File: src/rtl/seq_adder_sub.sv
// rtl/seq_adder_sub.sv - digit-serial adder/subtractor with start/done handshake
module seq_adder_sub #(
    parameter int WIDTH = 8,
    parameter int DIGIT = 1
) (
    input  logic             clk,
    input  logic             rst,
    input  logic             start,
    input  logic             sub,
    input  logic [WIDTH-1:0] A,
    input  logic [WIDTH-1:0] B,
    input  logic             Cin,
    output logic             busy,
    output logic             done,
    output logic [WIDTH-1:0] S,
    output logic             carry_out,
    output logic             overflow
);

    localparam int N  = WIDTH / DIGIT;
    localparam int CW = (N > 1) ? $clog2(N) : 1;
    localparam int MSB = WIDTH - 1;

    typedef enum logic [1:0] {
        IDLE = 2'd0,
        RUN  = 2'd1,
        DONE = 2'd2
    } state_t;

    state_t           state_q, state_d;
    logic [WIDTH-1:0] a_q, a_d;
    logic [WIDTH-1:0] bx_q, bx_d;
    logic [WIDTH-1:0] s_q, s_d;
    logic             c_q, c_d;
    logic             co_q, co_d;
    logic             ov_q, ov_d;
    logic [CW-1:0]    cnt_q, cnt_d;

    logic [DIGIT-1:0] a_dig;
    logic [DIGIT-1:0] b_dig;
    logic [DIGIT:0]   dsum;
    logic             last_dig;

    // One DIGIT-wide ripple slice working on the digit selected by the counter
    always_comb begin
        a_dig    = a_q[cnt_q*DIGIT +: DIGIT];
        b_dig    = bx_q[cnt_q*DIGIT +: DIGIT];
        dsum     = {1'b0, a_dig} + {1'b0, b_dig} + {{DIGIT{1'b0}}, c_q};
        last_dig = (cnt_q == CW'(N - 1));
    end

    // Next-state: accept in IDLE/DONE, step one digit per cycle in RUN
    always_comb begin
        state_d = state_q;
        a_d     = a_q;
        bx_d    = bx_q;
        s_d     = s_q;
        c_d     = c_q;
        co_d    = co_q;
        ov_d    = ov_q;
        cnt_d   = cnt_q;
        case (state_q)
            IDLE, DONE: begin
                if (start) begin
                    state_d = RUN;
                    a_d     = A;
                    // Subtraction as A + ~B + ~borrow_in reuses the adder slice
                    bx_d    = sub ? ~B : B;
                    c_d     = sub ? ~Cin : Cin;
                    cnt_d   = '0;
                    s_d     = '0;
                    co_d    = 1'b0;
                    ov_d    = 1'b0;
                end else begin
                    state_d = IDLE;
                end
            end
            RUN: begin
                s_d[cnt_q*DIGIT +: DIGIT] = dsum[DIGIT-1:0];
                c_d   = dsum[DIGIT];
                cnt_d = cnt_q + CW'(1);
                if (last_dig) begin
                    co_d    = dsum[DIGIT];
                    // Same-sign operands producing a different-sign result
                    ov_d    = (a_q[MSB] == bx_q[MSB]) && (s_d[MSB] != a_q[MSB]);
                    cnt_d   = '0;
                    state_d = DONE;
                end
            end
            default: state_d = IDLE;
        endcase
    end

    // State and datapath registers, cleared asynchronously
    always_ff @(posedge clk or posedge rst) begin
        if (rst) begin
            state_q <= IDLE;
            a_q     <= '0;
            bx_q    <= '0;
            s_q     <= '0;
            c_q     <= 1'b0;
            co_q    <= 1'b0;
            ov_q    <= 1'b0;
            cnt_q   <= '0;
        end else begin
            state_q <= state_d;
            a_q     <= a_d;
            bx_q    <= bx_d;
            s_q     <= s_d;
            c_q     <= c_d;
            co_q    <= co_d;
            ov_q    <= ov_d;
            cnt_q   <= cnt_d;
        end
    end

    assign busy      = (state_q == RUN);
    assign done      = (state_q == DONE);
    assign S         = s_q;
    assign carry_out = co_q;
    assign overflow  = ov_q;

endmodule

File: config.mk
export PLATFORM = sky130hd
export DESIGN_NAME = seq_adder_sub
export DESIGN_NICKNAME = d
export VERILOG_FILES = /design/src/rtl/seq_adder_sub.sv
export SDC_FILE = /design/constraint.sdc
export NUM_CORES = 1
export LEC_CHECK = 0
export CAP_MARGIN = 25
export CORE_ASPECT_RATIO = 1.4
export CORE_MARGIN = 3
export CORE_UTILIZATION = 41
export CTS_CLUSTER_DIAMETER = 150
export DETAILED_ROUTE_END_ITERATION = 10
export GPL_ROUTABILITY_DRIVEN = 0
export PLACE_DENSITY = 0.63
export SLEW_MARGIN = 20
export SYNTH_ARGS = -nofsm -noshare
export SYNTH_HDL_FRONTEND = slang
export SYNTH_SLANG_ARGS = --single-unit
File: constraint.sdc
create_clock -name clk -period 4.4 [get_ports clk]
set_clock_uncertainty 0.15 [all_clocks]
set_input_delay 1.1 -clock clk [delete_from_list [all_inputs] [get_ports clk]]
set_output_delay 1.1 -clock clk [all_outputs]
set_load 0.02 [all_outputs]
== Yosys cells after proc, flatten, opt, wreduce, memory -nomap -nowiden ==
Cells that the tools add are included.

* $add $sub $neg: 4
* Equal/unequal tests: 7
* Shift-type cells: 4
* Muxes and demuxes: 18
* Bitwise gates (word level): 2
* Reduce and logical (&&, ||, !) cells: 7

{| class="wikitable"
|+ Operator list
! cell !! count
|-
| $neg A3 Y34 || 1
|-
| $shift A1 B34 Y8 const A || 1
|-
| $shiftx A1 B34 Y8 || 1
|-
| $mux W8 || 2
|-
| $pmux W8 S2 || 1
|-
| $shiftx A8 B4 Y1 || 2
|-
| $bwmux W8 || 1
|-
| $not A8 Y8 || 1
|-
| $mux W1 || 6
|-
| $mux W3 || 2
|-
| $pmux W1 S2 || 3
|-
| $pmux W3 S2 || 1
|-
| $pmux W2 S2 || 1
|-
| $reduce_and A2 Y1 || 2
|-
| $add A3 B1 Y3 const B || 1
|-
| $eq A3 B3 Y1 const B || 1
|-
| $reduce_and A3 Y1 || 1
|-
| $add A1 B1 Y2 || 1
|-
| $add A2 B1 Y2 || 1
|-
| $eq A2 B1 Y1 const B || 1
|-
| $eq A2 B2 Y1 const B || 1
|-
| $logic_not A2 Y1 || 1
|-
| $mux W2 || 1
|-
| $ne A2 B1 Y1 const B || 1
|-
| other kinds (7) || 7
|}

* Register bits after elaboration: 32
* Input port bits: 21
* Output and inout port bits: 12
* Logic and storage cells: 50

== Depth between registers and ports, before layout ==
* Word-level depth: 9
* Mapped depth: 8
* Mapped depth without buffers: 7

== Least setup slack after synthesis ==
No wires, ideal clock.

* Kind: register to register
* Start point: register cnt_q[0]
* End point: register ov_q (netlist: overflow)
* Setup time: 0.082 ns
* Arrival: 2.994 ns
* Data required time: 4.168 ns
* Setup slack: 1.174 ns
* Cell stages (with the launch flop): 9
* Path buffers: 1
* Period minus slack after synthesis: 3.226 ns
* Cells stage by stage: dfrtp_1 buf_2 mux4_2 mux2i_1 fa_1 or4b_1 or2_1 a211o_1 a31oi_1

* Cells in the longest elaborated chain, start to end: 9
* Elaborated cells between the ends (all ways): 15
* Those cells by class: add/sub: 3; eq/ne: 3; shift: 4; mux: 3; reduce/logical: 2

{| class="wikitable"
|+ Ends and longest elaborated chain
! item !! RTL line !! RTL
|-
| start, declared || 37 || <nowiki>logic [CW-1:0] cnt_q, cnt_d;</nowiki>
|-
| start signal, assigned || 113 || <nowiki>cnt_q <= cnt_d;</nowiki>
|-
| $shiftx A8 B4 Y1, on equally long branches || 46, 47 ||
|-
| $add A1 B1 Y2 || 48 || <nowiki>dsum = {1'b0, a_dig} + {1'b0, b_dig} + {{DIGIT{1'b0}}, c_q};</nowiki>
|-
| $add A2 B1 Y2 || 48 ||
|-
| $shiftx A1 B34 Y8 || 79 || <nowiki>s_d[cnt_q*DIGIT +: DIGIT] = dsum[DIGIT-1:0];</nowiki>
|-
| $bwmux W8 || 79 ||
|-
| $ne A1 B1 Y1 || 85 || <nowiki>ov_d = (a_q[MSB] == bx_q[MSB]) && (s_d[MSB] != a_q[MSB]);</nowiki>
|-
| $logic_and A1 B1 Y1 || 85 ||
|-
| $mux W1 || 82 || <nowiki>if (last_dig) begin</nowiki>
|-
| $pmux W1 S2 || 62 || <nowiki>case (state_q)</nowiki>
|-
| end signal, assigned || 112 || <nowiki>ov_q <= ov_d;</nowiki>
|-
| end, declared || 36 || <nowiki>logic ov_q, ov_d;</nowiki>
|}

Parallel ways exist; a longest one is shown, timed or not. The select of a mux whose other input is x is not followed.
A chain may end at the register's enable or synchronous reset.

== Worst setup path in the final report ==
Same ends and word-level chain as after synthesis.

==> flow_metrics.py <==
metrics = {
    "yosys": {
        "yosysWarnings": 0,
        "yosys.area.top_type": "dfrtp_1",
        "syn_area_um2": 1660,
        "syn_nets": 194,
        "synth_top_family_by_area": "simple AND/OR/NAND/NOR gates",
        "postSynthAreaPerCell_um2": 10.1,
        "synthArstFlopShare_pct": 100,
        "synth_commonest_cells": "nand2_1 (45), dfrtp_1 (32), o21ai_0 (12), xnor2_1 (9), inv_1 (8)",
        "synthFlopType": "dfrtp_1",
        "synth-simple-area-share_pct": 17.8,
        "synth.most_common_cell": "nand2_1",
        "synth-xor-area-share_pct": 4.74,
        "synthMuxAreaShare_pct": 9.63,
        "synth_compound_area_share_pct": 9.03,
        "ys_seq_elements": 32,
        "synthDistinctLibCells": 34,
        "synth_edf_count": 0,
        "syn-instance-count": 165,
        "synth-adder-area-share_pct": 6.47,
        "synth-seq-area-share_pct": 48.2,
        "yosysTopAreaCellShare_pct": 48.2,
        "yosys-top-cells-area": "dfrtp_1 (48%), nand2_1 (10%), mux4_2 (5.4%), ha_1 (5.3%), xnor2_1 (4.7%)",
    },
    "final_layout": {
        "nets": 226,
        "drive_gt1_share_pct": 7.07,
        "area_delta_synth_final_pct": 26.1,
        "diodes": 0,
    },
    "worst_setup_path": {
        "cp_top_family": "simple AND/OR/NAND/NOR gates",
        "critical_path_class": "reg -> reg",
        "r2r_end": "overflow$_DFFE_PP0P_",
        "critPathLaunchType": "register",
        "r2r_cells": 7,
        "crit_cells": 7,
        "cp_slowest_stage_delay_ns": 0.69,
        "r2r-start": "cnt_q[0]$_DFFE_PP0P_",
        "cp_slowest_cell": "dfrtp_1",
        "worstPathMaxFanout": 14,
        "rrSetupSlack_ns": 0.88,
        "crit_end": "overflow$_DFFE_PP0P_",
        "crit_path_end_kind": "register",
        "worstPathBufferInverterCount": 0,
        "crit_chain": "mux4_2, mux2i_1, fa_1, or4b_1, or2_1, a211o_1, a31oi_1",
        "cp.required_ns": 4.46,
        "cp_data_arrival_time_ns": 3.58,
        "worstSetupStartpoint": "cnt_q[0]$_DFFE_PP0P_",
    },
    "placed_design": {
        "dp_hpwl_mm": 2.61,
        "dp_slack_ns": 0.842,
        "io_buffers": 32,
    },
    "power_and_ir_drop": {
        "ir_drop_v": 0.000356,
        "power_density_nw_per_um2": 704,
        "static-leakage-power_nw": 0.968,
    },
    "sta": {
        "tightest_slew_ns": 0.752,
        "max_clock_freq_ghz": 0.284,
        "tns_ns": 0,
        "min_period_ns": 3.52,
        "finalCritPeriodShare_pct": 80.0,
        "finalSetupViolCount": 0,
        "rsz0062_at_grt": "false",
        "timing.final.ws_setup_ns": 0.881,
        "finalHoldViolCount": 0,
        "drv_slew": 0,
        "timing.max_slew.rel_slack_pct": 49.8,
    },
    "global_routing": {
        "grt_pass1_wl_mm": 6.06,
        "grt_antenna_before_repair": 0,
        "grt.total_usage_pct": 17.0,
        "grt-ovfl-total": 0,
        "grt_max_degree": 35,
        "grt_pass1_vias": 1300,
    },
    "cts": {
        "postCtsSetupBuffers": 0,
        "clk_root_buffer_cell": "clkbuf_8",
        "clk_pin_slew_ns": 0.07,
        "cts_htree_levels": 2,
        "holdBufCountCts": 0,
        "clkLatencyLatePin_ns": 0.28,
        "clockBufferDepth": 2,
        "cts-buffers-inserted": 5,
        "cts_tree": "done",
        "cts_resized": 0,
        "clock-sinks": 32,
    },
    "detailed_routing": {
        "vias": 1267,
        "drt_iter0_markers": 32,
        "first_pass_iters": 4,
        "wl_mm": 3.56,
        "routedWlPerCell_um": 14.8,
        "ant_nets": 0,
        "via_per_inst": 5.28,
        "drc": 0,
    },
    "die": {
        "dieArea_um2": 4870,
        "std_cell_rows": 26,
        "die_w_um": 59.8,
        "ios": 33,
        "die_h_um": 81.4,
        "core_area_um2": 3770,
        "start_util_pct": 44.1,
    },
    "job": {
        "drv_cap": 0,
    },
    "outcome": {
        "status": "completed",
    },
    "min_path": {
        "min_path_type": "reg -> reg",
    },
}
## cell type report
cell class | instances | area [um2]
clock buffer | 8 | 90.1
tap | 42 | 52.6
timing repair buffer | 33 | 328
multi-input combinational | 117 | 796
sequential | 32 | 801
fill | 334 | 1680
inverter | 8 | 30.0
## power breakdown
part           leakage [nW]  internal (mW)  total, mW  switching, mW
Sequential            0.410          0.423      0.541          0.118
Clock                0.0455          0.127      0.230          0.103
Combinational         0.513          0.332      0.705          0.373
## cells by family (layout without fill, tap and decap cells)
kind of cell | Yosys count | in the layout
compound gates | 24 | 24
xor+xnor | 9 | 9
fa+ha+maj | 8 | 8
buf+inv | 16 | 49
flops | 32 | 32
mux | 11 | 11
simple gates | 65 | 65
## state kept, by name, summed over array words and instances, names as in the netlist
| name | flops |
|---|---|
| state_q | 2 |
| overflow | 1 |
| cnt_q | 3 |
| c_q | 1 |
| carry_out | 1 |
| bx_q | 8 |
| a_q | 8 |
| S | 8 |
## per-layer routing
| layer | GRT usage [%] | wire, um | up-vias | part of all wire (%) |
|---|---|---|---|---|
| li1 | - | - | 622 | - |
| met1 | 21.2 | 1510 | 601 | 42 |
| met2 | 27.3 | 1790 | 37 | 50 |
| met3 | 4.13 | 186 | 7 | 5.2 |
| met4 | 7.76 | 69 | 0 | 1.9 |
| met5 | 0 | 0 | - | 0 |
## worst register-to-register path: stages, from the launching register on
cell     delay, ns
dfrtp_1       0.69
mux4_2        0.58
mux2i_1       0.22
fa_1          0.51
or4b_1        0.54
or2_1         0.29
a211o_1       0.30
a31oi_1       0.16
## how the worst min path moves through the flow
stage	slack, ns	from	depth (start not counted)	endpoint
global placement	0.31	a_q[1]$_DFFE_PP0P_	2	a_q[1]$_DFFE_PP0P_
finish	0.33	a_q[1]$_DFFE_PP0P_	2	a_q[1]$_DFFE_PP0P_
detailed placement	0.31	a_q[1]$_DFFE_PP0P_	2	a_q[1]$_DFFE_PP0P_
global route	0.36	a_q[4]$_DFFE_PP0P_	2	a_q[4]$_DFFE_PP0P_
floorplan	0.29	a_q[2]$_DFFE_PP0P_	2	a_q[2]$_DFFE_PP0P_
CTS	0.33	a_q[1]$_DFFE_PP0P_	2	a_q[1]$_DFFE_PP0P_
## layout by cell type (no fill, tap or decap), types with 2 or more instances in the layout
cell	Yosys	routed
nand2_1	45	45
dfrtp_1	32	32
inv_1	8	8
mux4_2	4	4
a32o_1	2	2
xnor2_1	9	9
a21oi_1	3	3
ha_1	7	7
clkbuf_8	0	6
nor3_1	2	2
clkbuf_1	6	2
mux2i_1	7	7
nor2_1	3	3
nor2b_1	2	2
o21ai_0	12	12
nand2b_1	3	2
clkdlybuf4s50_1	0	32
nand3_1	2	2
## through the flow
stage	utilization [%]	std cells	area [um2]	power (mW)	hold WS [ns]
floorplan	-	165	1660	1.02	0.290
global placement	53.1	232	2000	1.22	0.313
global route	55.6	240	2100	1.60	0.358
detailed placement	53.1	232	2000	1.26	0.314
finish	55.6	240	2100	1.48	0.330
CTS	55.5	240	2090	1.50	0.330
No activity file was read; power rests on OpenSTA's default activity.
==> RTL change (same settings) <==
Re-encode `state_t` (3 states) as one-hot, 3 bits wide.
--- a/src/rtl/seq_adder_sub.sv
+++ b/src/rtl/seq_adder_sub.sv
@@ -21,10 +21,10 @@
     localparam int CW = (N > 1) ? $clog2(N) : 1;
     localparam int MSB = WIDTH - 1;
 
-    typedef enum logic [1:0] {
-        IDLE = 2'd0,
-        RUN  = 2'd1,
-        DONE = 2'd2
+    typedef enum logic [2:0] {
+        IDLE = 3'b001,
+        RUN  = 3'b010,
+        DONE = 3'b100
     } state_t;
 
     state_t           state_q, state_d;
Behaviour: same outputs for any inputs over 10 cycles, from zero or initial values and one cycle with rst high; not proved beyond that.
==> RTL change against the unedited design <==
  * Sequential power down 12%
  * Sequential cell count up 1
  * Power decreased by 15%
  * Clock power is 28% higher
  * Final cell count down 1.3%
  * Hold slack got worse by 0.011 ns
  * First-iteration DRC count decreased by 47%
  * Synthesized area grew 2.0%
  * Final area is 3.2% higher
  * Fmax grew 3.9%
  * Worst setup slack improved by 0.13 ns
  * Routed wire length fell by 3.1%
==> RTL change: results <==
metrics = {
    "yosys": {
        "synthesis.nets": 187,
        "fraction_of_the_mapped_netlist_area_in_compound_gates_pct": 11.5,
        "synth_common_cells": "sky130_fd_sc_hd__nand2_1, sky130_fd_sc_hd__dfrtp_1, sky130_fd_sc_hd__o21ai_0",
        "yosys-top-cells-area": "sky130_fd_sc_hd__dfrtp_1, sky130_fd_sc_hd__nand2_1, sky130_fd_sc_hd__mux4_1, sky130_fd_sc_hd__mux2i_1, sky130_fd_sc_hd__xnor2_1",
        "synth_fa_ha_area_share_pct": 4.13,
    },
    "pwr": {
        "ir_drop_v": 0.000414,
        "power_leakage_nw": 0.979,
        "fin_total_pwr_mw": 1.26,
        "p_seq_mw": 0.475,
    },
    "layout": {
        "filler_cell_count": 356,
        "finalCoreUtilization_pct": 54.7,
        "layout_cell_share_with_drive_strength_beyond_1_pct": 7.73,
    },
    "placed_design": {
        "detailed_place.area_um2": 2050,
        "dp.cells": 229,
    },
    "drt": {
        "route.detailed.wl_per_inst_um": 14.6,
        "route.detailed.vias_per_inst": 5.38,
        "met2_length_um": 1830,
        "drtIter0Drc": 17,
        "met3_routed_wirelength_um": 122,
    },
    "setup_path": {
        "reg2regPathDepth": 5,
    },
    "global_route": {
        "groute.usage.overall_pct": 15.9,
        "grt_pass1_wl_um": 5670,
        "first_global_vias": 1293,
        "largest_net_degree_at_the_start_of_global_routing": 34,
    },
    "outcome": {
        "run_status": "complete, no violations",
    },
}
## RTL change: cell types whose count changed in the layout (fill, tap and decap cells not counted), moves of 3 or more
cell                      unedited run  this run
sky130_fd_sc_hd__mux4_2              4         0
sky130_fd_sc_hd__mux4_1              0         4
sky130_fd_sc_hd__a21oi_1             3         0
sky130_fd_sc_hd__ha_1                7         4
sky130_fd_sc_hd__nand2_1            45        37
sky130_fd_sc_hd__o31ai_1             1         5
## RTL change: final timing paths
kind / start / end / slack, ns
max: state_q[0] / busy / 1.01
min reg2reg: a_q[6] / a_q[6] / 0.32
min in group asynchronous: rst / S[2] / 1.06
max in group asynchronous: rst / state_q[0] / 2.70
max reg2reg: cnt_q[0] / S[4] / 1.54
min: a_q[6] / a_q[6] / 0.32
## RTL change: worst max-delay path, stage by stage, from the launching register on
cell                              delay (ns)
sky130_fd_sc_hd__dfstp_2                0.55
sky130_fd_sc_hd__nor2_1                 0.04
sky130_fd_sc_hd__nand2_1                0.33
sky130_fd_sc_hd__clkinv_1               0.32
sky130_fd_sc_hd__clkdlybuf4s50_1        0.62
## RTL change: kinds of logic (layout without fill, tap and decap cells)
| group | after synthesis | count (layout) |
|---|---|---|
| and+or+nand+nor | 58 | 58 |
| DFF | 33 | 33 |
| AOI/OAI and AO/OA | 27 | 27 |
| buffers and inverters | 17 | 50 |
| muxes | 11 | 11 |
| xor gates and xnor gates | 10 | 10 |
| adders and majority gates | 5 | 5 |
## RTL change: area by class of cell
type | instances | area share, %
clock buffers | 7 | 3.99
clock inverters | 1 | 1.39
inverters | 8 | 1.39
multi-input cells | 111 | 37.0
flip-flops and latches | 33 | 38.2
well taps | 43 | 2.49
repair buffers | 34 | 15.5
